$ cat src/rtl/ascon_permutation_engine.sv
// Iterative Ascon permutation p^a (a = 6, 8 or 12) applying UNROLL rounds per clock.
// Optional build macro ASCON_PERM_INPUT_XOR_EN adds xor_i, folded into x0 when a job is accepted.

package ascon_pack;
    typedef struct packed {
        logic [63:0] x0;
        logic [63:0] x1;
        logic [63:0] x2;
        logic [63:0] x3;
        logic [63:0] x4;
    } type_state;
endpackage

// Round constant {F - r, r} injected into the low byte of x2.
module constant_addition (
    input  ascon_pack::type_state state_i,
    input  logic [3:0]            round_i,
    output ascon_pack::type_state state_o
);
    logic [7:0] rc;

    always_comb begin
        rc         = {4'hF - round_i, round_i};
        state_o    = state_i;
        state_o.x2 = state_i.x2 ^ {56'd0, rc};
    end
endmodule

// 5-bit S-box applied to each of the 64 bit-columns; x0 is the column MSB.
module substitution_layer (
    input  ascon_pack::type_state state_i,
    output ascon_pack::type_state state_o
);
    localparam logic [4:0] SBOX [32] = '{
        5'h04, 5'h0b, 5'h1f, 5'h14, 5'h1a, 5'h15, 5'h09, 5'h02,
        5'h1b, 5'h05, 5'h08, 5'h12, 5'h1d, 5'h03, 5'h06, 5'h1c,
        5'h1e, 5'h13, 5'h07, 5'h0e, 5'h00, 5'h0d, 5'h11, 5'h18,
        5'h10, 5'h0c, 5'h01, 5'h19, 5'h16, 5'h0a, 5'h0f, 5'h17
    };

    always_comb begin
        state_o = '0;
        for (int i = 0; i < 64; i++) begin
            {state_o.x0[i], state_o.x1[i], state_o.x2[i], state_o.x3[i], state_o.x4[i]} =
                SBOX[{state_i.x0[i], state_i.x1[i], state_i.x2[i], state_i.x3[i], state_i.x4[i]}];
        end
    end
endmodule

// Per-word linear mixing: x ^= ror(x, a) ^ ror(x, b).
module diffusion_layer (
    input  ascon_pack::type_state state_i,
    output ascon_pack::type_state state_o
);
    logic [63:0] x0, x1, x2, x3, x4;

    always_comb begin
        x0 = state_i.x0;
        x1 = state_i.x1;
        x2 = state_i.x2;
        x3 = state_i.x3;
        x4 = state_i.x4;
        state_o.x0 = x0 ^ {x0[18:0], x0[63:19]} ^ {x0[27:0], x0[63:28]};
        state_o.x1 = x1 ^ {x1[60:0], x1[63:61]} ^ {x1[38:0], x1[63:39]};
        state_o.x2 = x2 ^ {x2[0],    x2[63:1]}  ^ {x2[5:0],  x2[63:6]};
        state_o.x3 = x3 ^ {x3[9:0],  x3[63:10]} ^ {x3[16:0], x3[63:17]};
        state_o.x4 = x4 ^ {x4[6:0],  x4[63:7]}  ^ {x4[40:0], x4[63:41]};
    end
endmodule

// One full Ascon round.
module ascon_round (
    input  ascon_pack::type_state state_i,
    input  logic [3:0]            round_i,
    output ascon_pack::type_state state_o
);
    ascon_pack::type_state after_c;
    ascon_pack::type_state after_s;

    constant_addition  u_const (.state_i(state_i), .round_i(round_i), .state_o(after_c));
    substitution_layer u_subst (.state_i(after_c), .state_o(after_s));
    diffusion_layer    u_diff  (.state_i(after_s), .state_o(state_o));
endmodule

module ascon_permutation_engine #(
    parameter int unsigned UNROLL = 1
) (
    input  logic                  clock_i,
    input  logic                  reset_i,
    input  logic                  start_i,
    input  logic [3:0]            nrounds_i,
    input  ascon_pack::type_state state_i,
`ifdef ASCON_PERM_INPUT_XOR_EN
    input  logic [63:0]           xor_i,
`endif
    output logic                  ready_o,
    output ascon_pack::type_state state_o,
    output logic                  valid_o,
    input  logic                  ready_i,
    output logic                  err_o
);
    localparam int unsigned CNT_W = 4;
    localparam logic [CNT_W-1:0] STEP = CNT_W'(UNROLL);

    if (UNROLL != 1 && UNROLL != 2) begin : g_bad_unroll
        $fatal(1, "ascon_permutation_engine: UNROLL must be 1 or 2");
    end

    typedef enum logic [1:0] {IDLE, RUN, DONE} fsm_t;

    fsm_t                  fsm_q, fsm_n;
    ascon_pack::type_state reg_q, reg_n;
    logic [CNT_W-1:0]      cnt_q, cnt_n;
    logic [CNT_W-1:0]      nr_q, nr_n;
    logic                  err_q, err_n;

    logic                  use_input;
    logic                  legal;
    logic                  accept;
    logic [CNT_W-1:0]      base_round;
    ascon_pack::type_state src;
    ascon_pack::type_state stage [UNROLL+1];

    // Outside RUN the rounds always work on the incoming job, so an accept needs no extra cycle.
    always_comb begin : datapath_sel
        use_input = (fsm_q != RUN);
        src       = state_i;
`ifdef ASCON_PERM_INPUT_XOR_EN
        src.x0    = state_i.x0 ^ xor_i;
`endif
        if (!use_input) begin
            src = reg_q;
        end
        base_round = use_input ? CNT_W'(4'd12 - nrounds_i)
                               : CNT_W'(4'd12 - nr_q + cnt_q);
    end

    assign stage[0] = src;

    for (genvar j = 0; j < UNROLL; j++) begin : g_round
        ascon_round u_round (
            .state_i (stage[j]),
            .round_i (CNT_W'(base_round + CNT_W'(j))),
            .state_o (stage[j+1])
        );
    end

    assign legal = (nrounds_i == 4'd6 || nrounds_i == 4'd8 || nrounds_i == 4'd12)
                 && (UNROLL == 1 || nrounds_i[0] == 1'b0);

    // Next-state and handshake; DONE re-accepts in the same cycle the result is taken.
    always_comb begin : fsm_next
        fsm_n   = fsm_q;
        reg_n   = reg_q;
        cnt_n   = cnt_q;
        nr_n    = nr_q;
        err_n   = 1'b0;
        ready_o = 1'b0;
        accept  = 1'b0;

        case (fsm_q)
            IDLE:    ready_o = 1'b1;
            DONE:    ready_o = ready_i;
            default: ready_o = 1'b0;
        endcase

        accept = start_i && ready_o && legal;
        err_n  = start_i && ready_o && !legal;

        if (fsm_q == RUN) begin
            reg_n = stage[UNROLL];
            cnt_n = cnt_q + STEP;
            if (cnt_n == nr_q) begin
                fsm_n = DONE;
            end
        end else if (accept) begin
            reg_n = stage[UNROLL];
            cnt_n = STEP;
            nr_n  = nrounds_i;
            fsm_n = (nrounds_i == STEP) ? DONE : RUN;
        end else if (fsm_q == DONE && ready_i) begin
            fsm_n = IDLE;
        end
    end

    always_ff @(posedge clock_i) begin
        if (reset_i) begin
            fsm_q <= IDLE;
            reg_q <= '0;
            cnt_q <= '0;
            nr_q  <= '0;
            err_q <= 1'b0;
        end else begin
            fsm_q <= fsm_n;
            reg_q <= reg_n;
            cnt_q <= cnt_n;
            nr_q  <= nr_n;
            err_q <= err_n;
        end
    end

    assign state_o = reg_q;
    assign valid_o = (fsm_q == DONE);
    assign err_o   = err_q;

endmodule

$ cat config.mk
export PLATFORM = sky130hd
export DESIGN_NAME = ascon_permutation_engine
export DESIGN_NICKNAME = d
export VERILOG_FILES = /design/src/rtl/ascon_permutation_engine.sv
export SDC_FILE = /design/constraint.sdc
export NUM_CORES = 2
export LEC_CHECK = 0
export BUFFER_PORTS_ARGS = -buffer_cell sky130_fd_sc_hd__buf_2
export CORE_UTILIZATION = 40
export CTS_CLUSTER_SIZE = 24
export DETAILED_ROUTE_END_ITERATION = 12
export PLACE_DENSITY = 0.58
export SYNTH_ARGS = -nofsm -noshare
export SYNTH_HDL_FRONTEND = slang
export SYNTH_HIERARCHICAL = 1
export SYNTH_SLANG_ARGS = --single-unit
$ cat constraint.sdc
create_clock -name clock_i -period 9.6 [get_ports clock_i]
set_input_delay 0.96 -clock clock_i [delete_from_list [all_inputs] [get_ports clock_i]]
set_output_delay 0.96 -clock clock_i [all_outputs]
set_load 0.03 [all_outputs]
==> flow_metrics.env <==
export IMPL_cts_sinks=331
export IMPL_path_cells="nand2b_4 > buf_12 > buf_4 > nand2_1 > nand2_1 > inv_1 > ha_1 > o32a_1 > a221oi_2 > xor3_1 > o21ai_1 > a21oi_1"
export IMPL_nets=5950
export IMPL_crit_top_cell="nand2_1"
export IMPL_power_switching_mw=4.06
export IMPL_fp_row_count=116
export IMPL_path_class="register to register"
export IMPL_async_flop_share=0
export IMPL_drc_errors=0
export IMPL_dr_pass1_iters=6
export IMPL_powerDensity_nw_per_um2=211
export IMPL_chipWidth_um=320
export IMPL_insertion_delay_ns=0.61
export IMPL_area_growth_pct=7.11
export IMPL_crit_family="compound AO/OA/AOI/OAI gates"
export IMPL_slowest_delay_ns=0.85
export IMPL_pin_count=651
export IMPL_syn_inst=5138
export IMPL_fillCellCount=10400
export IMPL_cts_resized=0
export IMPL_antenna_found_initial=1
export IMPL_cts_root_buf="clkbuf_16"
export IMPL_cts_setup_buffers=0
export IMPL_hold_buffers=0
export IMPL_fin_setup_tns_ns=0
export IMPL_cts_tree="yes"
export IMPL_fin_crit_ns=5.01
export IMPL_finalHoldViolations=0
export IMPL_via_per_inst=5.72
export IMPL_worstPathArrival_ns=5.44
export IMPL_ant_nets=0
export IMPL_ys_top_cells_by_area="xor3_1 19%, dfxtp_1 16%, ha_1 12%"
export IMPL_rsz0062_at_grt="false"
export IMPL_worst_path_buf_inv=3
export IMPL_p_clk_frac=0.199
export IMPL_wl_um=184000
export IMPL_yosysWarningCount=6
export IMPL_p_leak_nw=22.0
export IMPL_routabilityCongestion=1.06
export IMPL_grt_ovfl_total=0
export IMPL_syn_num_nets=5842
export IMPL_finalCritPeriodShare=0.522
export IMPL_seqPwrFrac=0.200
export IMPL_start_util=0.404
export IMPL_yosys_area_top_type_share=0.186
export IMPL_grt_usage=0.345
export IMPL_drive_gt1_frac=0.168
export IMPL_synth_avg_cell_area_sq_um=7.88
export IMPL_drtIter0Drc=4333
export IMPL_stdcell_count=6572
export IMPL_run_status="completed"
export IMPL_synth_distinct_cells=54
export IMPL_crit_required_ns=10.03
export IMPL_cts_buffer_depth=3
export IMPL_fin_total_pwr_mw=9.14
export IMPL_crit_fanout=129
export IMPL_grt_pass1_wl_um=253000
export IMPL_hpwlAfterDp_um=147000
export IMPL_dp_cells=6494
export IMPL_drv_cap=0
export IMPL_vdd_drop_max_mv=0.157
export IMPL_p_int_mw=5.09
export IMPL_grt_max_degree=176
export IMPL_multi_input_area_sq_um=29100
export IMPL_hold_path_class="register to register"
export IMPL_syn_area_sq_um=40500
export IMPL_crit_path_start_kind="register"
export IMPL_finalSetupViolations=0
export IMPL_worstMarginPinSlew_ns=1.44
export IMPL_synth_seq_cells=331
export IMPL_port_buffers=650
export IMPL_htree_levels=2
export IMPL_die_area_sq_um=103000
export IMPL_core_sq_um=100000
export IMPL_end_kind="register"
export IMPL_swShare=0.444
export IMPL_synth_edff_count=0
export IMPL_vias=37600
export IMPL_ys_flop_type="dfxtp_1"
export IMPL_cp_slowest_cell="a221oi_2"
export IMPL_pwr_share_comb=0.601
export IMPL_grt_pass1_vias=34000
export IMPL_finClkSkew_ns=0.0291
export IMPL_relSlewSlack=0.0312
export IMPL_report_final_slew_viol_count=0
export IMPL_die_y_um=320
export IMPL_netlist_top_cell_by_area="xor3_1"
export IMPL_netlist_top_cells_count="1,092 x nand2_1, 504 x a21oi_1, 375 x ha_1"
export IMPL_cts_made_buffers=47
export IMPL_max_freq_ghz=0.200
export IMPL_yosys_cell_count_top_type="nand2_1"
export IMPL_yosysSeqAreaShare=0.164
export IMPL_wl_per_cell_um=28.0
export IMPL_path_clk_slew_ns=0.06
export IMPL_regArea_sq_um=6630
per-layer routing:
metal	track usage	part of all wire	vias to the layer above
met1	0.429	0.39	18100
met4	0.200	0.067	2
met5	0	0.000071	-
met3	0.0760	0.093	386
met2	0.548	0.45	1881
li1	-	-	17200
tightest hold or removal path, stage by stage (launching register included):
cell and delay, ns:
dfxtp_1 0.31, nand2_1 0.05, a21oi_1 0.05
sequential cells by signal, summed over array words and instances (netlist names):
signal   flops
nr_q         4
err_o        1
state_o    320
cnt_q        4
fsm_q        2
per-stage QoR:
step                      cell area, sq um   util  hold WS [ns]  worst slack, ns
after floorplan                      40500      -         0.440             6.09
after global placement               41900  0.418         0.448             4.47
after detailed placement             41900  0.418         0.453             4.65
after CTS                            43400  0.433         0.461             4.62
after global routing                 43400  0.433         0.487             4.23
final                                43400  0.433         0.463             4.59
power by group through the flow:
| stage | clock network (mW) | registers [mW] | logic, mW |
|---|---|---|---|
| floorplan | 0 | 2.06 | 3.45 |
| global placement | 0 | 1.85 | 5.30 |
| detailed placement | 0 | 1.85 | 5.32 |
| CTS | 1.84 | 1.82 | 5.35 |
| global route | 1.88 | 1.83 | 5.65 |
| finish | 1.82 | 1.83 | 5.50 |
path summary, 6_finish.rpt:
path	endpoint	cells after the start	slack, ns	startpoint
max	state_o[217]	12	4.59	fsm_q[1]
min	nr_q[0]	2	0.46	nr_q[0]
max reg2reg	state_o[217]	12	4.59	fsm_q[1]
min reg2reg	nr_q[0]	2	0.46	nr_q[0]
final cells by class:
class,instances,area share
Timing Repair Buffer,697,0.0860
Clock buffer,64,0.0310
Tap cell,1298,0.0374
Antenna cell,2,0.000115
Clock inverter,11,0.00381
Inverter,196,0.0170
Sequential cell,331,0.153
Multi-Input combinational cell,3973,0.672
cells in the final DEF, fill, tap and decap left out, drive strengths merged, types with 3 or more instances in the layout:
cell       n
o21ai    479
nor2b     14
nor2     226
o31a      15
o32a      20
or2        3
inv      196
dfxtp    331
ha       375
and3      19
and2      21
maj3       6
bufinv     4
a221oi    23
xnor2     92
or3b      15
nand2   1092
xor3     320
nand2b    32
mux2      58
clkbuf    65
o311ai     6
buf      696
a21o      13
a211oi    15
nand3    325
xor2     134
clkinv     6
a21oi    504
nor3     147
kinds of logic after synthesis:
group           count (synthesis)  share of synthesized area
mux                            60                     0.0166
flops                         331                      0.164
buf+inv                       834                      0.117
simple gates                 1900                      0.200
xor+xnor                      546                      0.237
fa+ha+maj                     382                      0.118
compound gates               1085                      0.148
Note: power is estimated with default switching activity, not from simulation.
